===== src/rtl/minimig_zorro_config_ctrl.sv =====
// Zorro autoconfig chain sequencer: offers present boards one at a time, latches the OS-assigned
// base (or shut-up) per board and decodes registered-base chip selects for configured boards.
module minimig_zorro_config_ctrl #(
  parameter int unsigned NUM_BOARDS = 4
) (
  input  logic                      clk,
  input  logic                      reset_n,
  input  logic                      clk7_en,
  input  logic [8:1]                address_in,
  input  logic [15:0]               data_in,
  input  logic                      hwr,
  input  logic                      lwr,
  input  logic                      sel,
  input  logic [NUM_BOARDS-1:0]     board_present,
  input  logic [NUM_BOARDS-1:0]     board_z3,
  input  logic [8*NUM_BOARDS-1:0]   board_mask,
  input  logic [31:16]              cpu_addr,
  output logic [2:0]                ac_index,
  output logic                      autoconfig_done,
  output logic [NUM_BOARDS-1:0]     board_configured,
  output logic [NUM_BOARDS-1:0]     board_shutup,
  output logic [16*NUM_BOARDS-1:0]  board_base,
  output logic [NUM_BOARDS-1:0]     board_sel
);

  typedef enum logic [1:0] {StInit, StOffer, StDone} state_e;

  state_e                      state_q, state_d;
  logic [2:0]                  idx_q, idx_d;
  logic [3:0]                  pend_lo_q, pend_lo_d;
  logic [NUM_BOARDS-1:0]       configured_q, configured_d;
  logic [NUM_BOARDS-1:0]       shutup_q, shutup_d;
  logic [16*NUM_BOARDS-1:0]    base_q, base_d;

  logic                        wev;
  logic [8:0]                  offset;
  logic [NUM_BOARDS-1:0]       cur_oh;
  logic                        cur_z3;
  logic                        first_found, next_found;
  logic [2:0]                  first_idx, next_idx;
  logic                        advance;
  logic [15:0]                 commit_val;
  logic                        commit;

  assign wev    = clk7_en & sel & (hwr | lwr);
  assign offset = {address_in, 1'b0};

  // Current-board one-hot plus lowest present board overall and above idx.
  always_comb begin
    cur_oh      = '0;
    cur_z3      = 1'b0;
    first_found = 1'b0;
    first_idx   = 3'd0;
    next_found  = 1'b0;
    next_idx    = 3'd0;
    for (int i = 0; i < int'(NUM_BOARDS); i++) begin
      if (3'(i) == idx_q) begin
        cur_oh[i] = 1'b1;
        cur_z3    = board_z3[i];
      end
      if (board_present[i] && !first_found) begin
        first_found = 1'b1;
        first_idx   = 3'(i);
      end
      if (board_present[i] && (i > int'(idx_q)) && !next_found) begin
        next_found = 1'b1;
        next_idx   = 3'(i);
      end
    end
  end

  always_ff @(posedge clk or negedge reset_n) begin
    if (!reset_n) begin
      state_q      <= StInit;
      idx_q        <= 3'd0;
      pend_lo_q    <= 4'd0;
      configured_q <= '0;
      shutup_q     <= '0;
      base_q       <= '0;
    end else begin
      state_q      <= state_d;
      idx_q        <= idx_d;
      pend_lo_q    <= pend_lo_d;
      configured_q <= configured_d;
      shutup_q     <= shutup_d;
      base_q       <= base_d;
    end
  end

  always_comb begin
    state_d      = state_q;
    idx_d        = idx_q;
    pend_lo_d    = pend_lo_q;
    configured_d = configured_q;
    shutup_d     = shutup_q;
    base_d       = base_q;
    advance      = 1'b0;
    commit       = 1'b0;
    commit_val   = 16'h0000;
    unique case (state_q)
      StInit: begin
        if (first_found) begin
          idx_d   = first_idx;
          state_d = StOffer;
        end else begin
          state_d = StDone;
        end
      end
      StOffer: begin
        if (wev) begin
          if (offset == 9'h04C) begin
            shutup_d = shutup_q | cur_oh;
            advance  = 1'b1;
          end else if (!cur_z3 && offset == 9'h04A && hwr) begin
            pend_lo_d = data_in[15:12];
          end else if (!cur_z3 && offset == 9'h048 && hwr) begin
            commit     = 1'b1;
            commit_val = {8'h00, data_in[15:12], pend_lo_q};
          end else if (cur_z3 && offset == 9'h044 && hwr && lwr) begin
            commit     = 1'b1;
            commit_val = data_in;
          end
        end
        if (commit) begin
          configured_d = configured_q | cur_oh;
          advance      = 1'b1;
          for (int i = 0; i < int'(NUM_BOARDS); i++) begin
            if (cur_oh[i]) base_d[16*i +: 16] = commit_val;
          end
        end
        // Advance happens on the commit edge itself; no intermediate state.
        if (advance) begin
          pend_lo_d = 4'd0;
          if (next_found) idx_d = next_idx;
          else            state_d = StDone;
        end
      end
      StDone: ;
      default: state_d = StInit;
    endcase
  end

  always_comb begin
    ac_index        = (state_q == StOffer) ? idx_q : 3'b111;
    autoconfig_done = (state_q == StDone);
  end

  assign board_configured = configured_q;
  assign board_shutup     = shutup_q;
  assign board_base       = base_q;

  // Zorro II decodes A23:A16 against base[7:0]; Zorro III decodes A31:A24 against base[15:8].
  for (genvar g = 0; g < int'(NUM_BOARDS); g++) begin : g_sel
    logic [7:0] diff;
    assign diff = board_z3[g] ? (cpu_addr[31:24] ^ base_q[16*g+8 +: 8])
                              : (cpu_addr[23:16] ^ base_q[16*g +: 8]);
    assign board_sel[g] = configured_q[g] & ~shutup_q[g] &
                          ((diff & board_mask[8*g +: 8]) == 8'h00);
  end

endmodule


===== config.mk =====
export PLATFORM = sky130hd
export DESIGN_NAME = minimig_zorro_config_ctrl
export DESIGN_NICKNAME = d
export VERILOG_FILES = /design/src/rtl/minimig_zorro_config_ctrl.sv
export SDC_FILE = /design/constraint.sdc
export NUM_CORES = 1
export LEC_CHECK = 0
export BUFFER_PORTS_ARGS = -buffer_cell sky130_fd_sc_hd__buf_2
export CORE_ASPECT_RATIO = 2
export CORE_MARGIN = 8
export CORE_UTILIZATION = 55
export CTS_BUF_LIST = sky130_fd_sc_hd__clkbuf_8
export DETAILED_ROUTE_END_ITERATION = 6
export PLACE_DENSITY = 0.84
export SYNTH_ARGS = -nofsm -noshare
export SYNTH_HDL_FRONTEND = slang
export SYNTH_SLANG_ARGS = --single-unit
export TNS_END_PERCENT = 20

===== constraint.sdc =====
create_clock -name clk -period 3.2 [get_ports clk]
set_input_delay 0.16 -clock clk [delete_from_list [all_inputs] [get_ports clk]]
set_output_delay 0.16 -clock clk [all_outputs]
set_load 0.05 [all_outputs]

==> summary.md, run 1 <==
| Metric | Value |
|---|---|
| Setup bufs post-CTS | 0 |
| Worst setup path class | flip-flop to flip-flop |
| Critical Path End Type | flip-flop |
| Number of flops mapped to enable cells by yosys | 0 |
| Post-synthesis sequential area ratio | 0.462 |
| Layout Skew | 0.00600 ns |
| DRT Pass-1 Iters | 4 |
| Reg-to-Reg Start | idx_q[0] |
| Final Cycle Share | 0.887 |
| Achievable frequency | 352 MHz |
| Worst hold stages | 2 |
| Minimum clock period | 2.84 ns |
| Maximum number of pins on one net before global-route repair | 81 |
| Status | finished clean |
| Placed cell count | 705 |
| Clk sink count | 80 |
| Worst skew pair latency | 0.35 ns |
| N_diodes | 0 |
| Fillers | 632 |
| Die Y | 141 um |
| GP Congestion | about 0.9 |
| Startpoint Class | flip-flop |
| H-tree depth | 3 |
| Clk buf depth | 2 |
| Unrepaired setup endpoints after global routing | false |
| CTS clk-pin slew, worst paths | 0.08 ns |
| DRT Wirelength | 13,600 um |
| CTS tree | yes |
| Slew Limit Headroom | 0.328 |
| Num ports | 166 |
| Gate power share | 0.120 |
| VDD IR max | 251 uV |
| Library cells used by synthesis | 46 |
| Site row count | 46 |
| Final instance area | 5410 sq um |
| Flops & latches, synth | 80 |
| Synth Cell Area | 4330 sq um |
| Hold path start | data_in[14] |
| Worst slew pin tran | between 1 and 1.5 ns |
| Core Area | 7770 sq um |
| Grt ovf | 0 |
| Worst Path Max Fanout | 23 |
| Fin. Hold Viols | 0 |
| Asr flop ratio synth | 1.00 |
| Dpl cell area | 5200 sq um |
| Slew Limit Fails | 0 |
| Antenna-violating nets left | 0 |
| Die X | 78.7 um |
| Initial antenna violation count | 0 |
| First-pass GRT wire length | 21,200 um |
| Reg2reg path depth | 5 |
| Avg Cell Area, Syn | about 9 sq um |
| Overall Global Routing Usage | 0.245 |
| Sequential Power Share | 0.504 |
| Net Switching | ~0.51 mW |
| Flop2flop setup slack | 0.36 ns |
| Setup TNS Final | 0 ns |
| P per Cell Area | ~370 nW/um^2 |
| Dpl hpwl | 10,700 um |
| Main synth FF type | dfrtp_1 |
| CTS Buf Count | 9 |
| Hold Path End | pend_lo_q[2] |
| Final setup violation count | 0 |
| Sw frac | 0.252 |
| Clock power frac | 0.376 |
| Share of cells above drive strength 1 | 0.316 |
| Required time of the critical path | 3.46 ns |
| Worst EP arrival | roughly 3.1 ns |
| Worst hold path class | input port to flip-flop |
| Syn Nets | 558 |
| Vias in the first global route | 4,240 |
| Total number of vias | 4,053 |
| Area grow syn2layout | 25.0% |
| Int Pwr | between 1.5 and 2 mW |
| Terminus of the critical flop-to-flop path | board_base[58] |
| IO buf count | 165 |
| Routed vias/inst | 5.61 |
| Final total power | 2.02 mW |
| MaxCap Viol Count | 0 |
| Synthesis Warnings | 0 |
| DRC errors left | 0 |
| Initial core utilization | 0.557 |
| CTS root buf | clkbuf_8 |
| DR iter-0 viols | 218 |
| Nets | 707 |
| Final cell count without fillers | 722 |
| Leak pwr | 2.73 nW |
| Die ar. | approximately 11,000 sq um |
| Post-Syn Instances | 472 |
| Post-DR wirelength/cell | about 19 um |
Yosys cell counts, types with 2 or more instances:
cell,number,share of area
buf_2,12,0.014
mux2i_1,7,0.016
nor2b_1,4,0.0058
nand2_1,110,0.095
inv_1,4,0.0035
dfrtp_1,80,0.46
clkbuf_1,20,0.017
o211ai_1,34,0.059
xor2_1,32,0.065
o21ai_0,62,0.072
a22o_1,4,0.0081
o2111ai_1,3,0.0061
and3b_1,3,0.0061
nand3_1,4,0.0046
nor2_1,4,0.0035
a31o_2,3,0.0061
o21ai_1,7,0.0081
nand4_1,4,0.0058
nand3b_1,4,0.0069
a21o_1,2,0.0035
and2_1,2,0.0029
nor3_1,7,0.0081
nand2b_1,4,0.0058
xnor2_1,32,0.065
a21oi_1,3,0.0035
cell families after synthesis:
| logic type | synth area share |
|---|---|
| xor+xnor | 0.129 |
| compound gates | 0.185 |
| buf+inv | 0.0381 |
| flops | 0.462 |
| simple gates | 0.160 |
| mux | 0.0248 |
how the worst max path moves through the flow:
stage | startpoint | endpoint | slack [ns] | cells after the start
final | idx_q[0] | board_base[58] | 0.36 | 5
after global routing | state_q[0] | board_base[58] | 0.09 | 6
after CTS | idx_q[0] | board_base[58] | 0.37 | 5
after detailed placement | idx_q[0] | board_base[58] | 0.39 | 5
after global placement | idx_q[0] | board_base[54] | 0.50 | 6
after floorplan | board_base[14] | board_sel[0] | 0.87 | 5
cell usage in the layout (no fill, tap or decap), types with 2 or more instances in the layout:
master,instances
nor3_1,7
clkinvlp_4,2
nand3_1,4
inv_1,4
o211ai_1,34
o21ai_1,7
xor2_1,32
o21ai_0,62
xnor2_1,32
buf_2,164
nand3b_1,4
o2111ai_2,3
a21o_1,2
and3b_1,3
a31o_2,3
clkinv_2,2
nand2_1,110
mux2i_1,7
buf_4,7
dfrtp_1,80
clkbuf_8,11
a21oi_1,3
nand2b_1,4
and2_1,2
nor2b_1,4
nor2_1,4
nand4_1,4
a22o_1,4
flip-flops by register name, summed over array words and instances (netlist names):
signal / cells
board_base: 64
board_configured: 4
board_shutup: 4
idx_q: 2
pend_lo_q: 4
state_q: 2
layout make-up:
| class | instances | area (sq um) | area share |
|---|---|---|---|
| timing repair buffer | 172 | 883 | 0.163 |
| clock buffer | 11 | 151 | 0.0280 |
| sequential | 80 | 2000 | 0.370 |
| clock inverter | 5 | 55.1 | 0.0102 |
| multi-input combinational | 354 | 2190 | 0.404 |
| tap | 96 | 120 | 0.0222 |
| inverter | 4 | 15.0 | 0.00277 |
per-layer routing:
| metal | vias up | track usage | wire length [um] |
|---|---|---|---|
| li1 | 1930 | - | - |
| met1 | 1871 | 0.284 | 5260 |
| met2 | 233 | 0.414 | 6610 |
| met3 | 19 | 0.0798 | 1430 |
| met4 | 0 | 0.0747 | 260 |
| met5 | - | 0 | 0 |
worst max-delay path, stage by stage (launching register included):
cell and delay [ns]:
dfrtp_1 0.53, mux4_2 0.59, nor2b_1 0.46, o2111ai_2 0.58
buf_4 0.39, o21ai_0 0.19
power groups by stage:
stage	clock, mW	sequential (mW)	combinational (mW)
floorplan	0	1.04	0.123
global placement	0	1.04	0.238
detailed placement	0	1.04	0.241
CTS	0.770	1.02	0.243
global route	0.811	1.02	0.265
finish	0.760	1.02	0.243
repair_timing:
item / 4_1_cts / 5_1_grt
hold buffers: 1 / 0
resized for setup: 0 / 0
setup endpoints to repair: 0 / 0
hold endpoints to repair: 15 / 0
metrics by stage:
step / hold slack, ns / setup slack [ns] / utilization
2_1_floorplan: -0.136 / 0.869 / -
3_3_place_gp: 0.379 / 0.505 / 0.669
3_5_place_dp: 0.383 / 0.394 / 0.669
4_1_cts: 0.0865 / 0.374 / 0.697
5_1_grt: 0.0892 / 0.0878 / 0.697
6_report: 0.116 / 0.363 / 0.697
Note: power is estimated with default switching activity, not from simulation.
==> run 2, diff against run 1 <==
--- a/config.mk
+++ b/config.mk
@@ -6,9 +6,11 @@
 export NUM_CORES = 1
 export LEC_CHECK = 0
 export BUFFER_PORTS_ARGS = -buffer_cell sky130_fd_sc_hd__buf_2
+export CELL_PAD_IN_SITES_DETAIL_PLACEMENT = 1
+export CELL_PAD_IN_SITES_GLOBAL_PLACEMENT = 1
 export CORE_ASPECT_RATIO = 2
 export CORE_MARGIN = 8
-export CORE_UTILIZATION = 55
+export CORE_UTILIZATION = 40
 export CTS_BUF_LIST = sky130_fd_sc_hd__clkbuf_8
 export DETAILED_ROUTE_END_ITERATION = 6
 export PLACE_DENSITY = 0.84
==> summary.md, run 2 (same netlist as run 1, synthesis figures left out) <==
| Metric | Value |
|---|---|
| VDD IR max | approximately 210 uV |
| Final Core Density | 0.510 |
| P per Cell Area | 369 nW/um^2 |
| Final cell count without fillers | 768 |
| Clk buf depth | 2 |
| Routed vias/inst | about 5.4 |
| Core Area | 10,700 sq um |
| Minimum clock period | ~2.5 ns |
| CTS root buf | clkbuf_8 |
| H-tree depth | 3 |
| Final setup violation count | 0 |
| Worst EP arrival | roughly 2.7 ns |
| Initial antenna violation count | 0 |
| Fin. Hold Viols | 0 |
| Worst skew pair latency | about 0.36 ns |
| Area grow syn2layout | 26.4% |
| Required time of the critical path | ~3.4 ns |
| CTS Buf Count | 9 |
| IO buf count | 165 |
| Site row count | 54 |
| Die X | 89.6 um |
| Commonest non-fill, non-tap cell in the layout | buf_2 |
| Status | finished clean |
| Net Switching | roughly 0.53 mW |
| Num ports | roughly 170 |
| DRT Pass-1 Iters | 4 |
| Critical path cell sequence | nor2b_1 > inv_1 > nor4_2 > o2111ai_2 > buf_4 > nand2_1 > o21ai_0 |
| CTS clk-pin slew, worst paths | about 0.080 ns |
| GP Congestion | between 0.8 and 0.9 |
| First-pass GRT wire length | 24,200 um |
| Final total power | 2.02 mW |
| Grt ovf | 0 |
| Vias in the first global route | approximately 4,600 |
| Most frequent cells in the layout | buf_2, nand2_1, dfrtp_1, o21ai_0, o211ai_1 |
| Clock power frac | 0.372 |
| Final Cycle Share | 0.788 |
| Nets | 709 |
| Initial core utilization | 0.403 |
| Overall Global Routing Usage | 0.219 |
| Total number of vias | 4,146 |
| DR iter-0 viols | 172 |
| Antenna-violating nets left | 0 |
| Sw frac | 0.264 |
| Slew Limit Fails | 0 |
| Share of cells above drive strength 1 | 0.318 |
| Int Pwr | between 1 and 1.5 mW |
| Startpoint Class | flip-flop |
| DRT Wirelength | 15,500 um |
| DRC errors left | 0 |
| CP peak stage delay | 0.64 ns |
| Layout Skew | 0.00906 ns |
| Die ar. | 14,600 sq um |
| Dpl hpwl | 12,300 um |
| MaxCap Viol Count | 0 |
| Post-DR wirelength/cell | 20.2 um |
| Placed cell count | 751 |
| CTS tree | yes |
| Slew Limit Headroom | 0.324 |
| Die Y | roughly 160 um |
| Achievable frequency | approximately 400 MHz |
| Critical Path Slowest Stage Cell | nor4_2 |
| Top delay family on crit path | simple AND/OR/NAND/NOR gates |
| Leak pwr | 2.75 nW |
| Sequential Power Share | 0.505 |
| Worst setup path class | flip-flop to flip-flop |
| Maximum number of pins on one net before global-route repair | 81 |
| Max FFs per register | 64 |
| N_diodes | 0 |
| Worst hold path class | input port to flip-flop |
| Worst slew pin tran | just over 1 ns |
| Gate power share | 0.123 |
| Unrepaired setup endpoints after global routing | false |
| Worst Path Max Fanout | 33 |
| Setup TNS Final | 0 ns |
| Clk sink count | 80 |
| Buf+Inv Stages, Crit Path | 2 |
| Critical Path End Type | flip-flop |
## run 2: cell types whose count changed in the layout (fill, tap and decap cells not counted), sizes merged
cell	previous run	this run
clkinv	2	5
clkbuf	11	10
buf	171	173
clkinvlp	2	0
## run 2: layer usage
layer  GRT usage  part of all wire
met5           0                 0
met4      0.0755             0.019
met3      0.0514             0.083
met2       0.364              0.50
met1       0.265              0.40
## run 2: final timing paths
check / startpoint / end / slack [ns] / cells after the start
min: data_in[12] / pend_lo_q[0] / 0.07 / 2
max reg2reg: state_q[0] / board_base[23] / 0.68 / 7
min reg2reg: board_shutup[2] / board_shutup[2] / 0.50 / 1
max: state_q[0] / board_base[23] / 0.68 / 7
max in group asynchronous: reset_n / board_base[49] / 2.01 / 2
min in group asynchronous: reset_n / board_base[11] / 0.52 / 2
## run 2: power by group through the flow
stage	clock network, mW	registers, mW	logic [mW]
floorplan	0	1.04	0.123
CTS	0.765	1.02	0.251
finish	0.753	1.02	0.248
detailed placement	0	1.04	0.249
global placement	0	1.04	0.242
global route	0.799	1.02	0.271
## run 2: what timing repair did
item / in CTS / in global routing
hold endpoints to repair: 16 / 0
resized for setup: 0 / 0
buffers inserted: 0 / 0
hold buffers: 1 / 0
## run 2: through the flow
stage / area (sq um) / setup WS, ns / hold WS, ns
4_1_cts: 5470 / 0.688 / 0.0617
6_report: 5470 / 0.677 / 0.0691
5_1_grt: 5470 / 0.490 / 0.0809
3_3_place_gp: 5270 / 0.879 / 0.392
2_1_floorplan: 4330 / 0.869 / -0.136
3_5_place_dp: 5270 / 0.705 / 0.393
## run 2: area by class of cell
class | count | area (sq um)
fillers | 1334 | 5270
flip-flops and latches | 80 | 2000
inverters | 4 | 15.0
clock inverters | 6 | 58.8
clock buffers | 10 | 138
repair buffers | 174 | 898
multi-input cells | 354 | 2190
well taps | 140 | 175
## run 2: worst reg2reg max path, delay by kind of cell (launching register included)
kind,cells,cell delay (ns)
compound gates,2,0.31
buf+inv,2,0.53
flops,1,0.40
simple gates,3,1.14
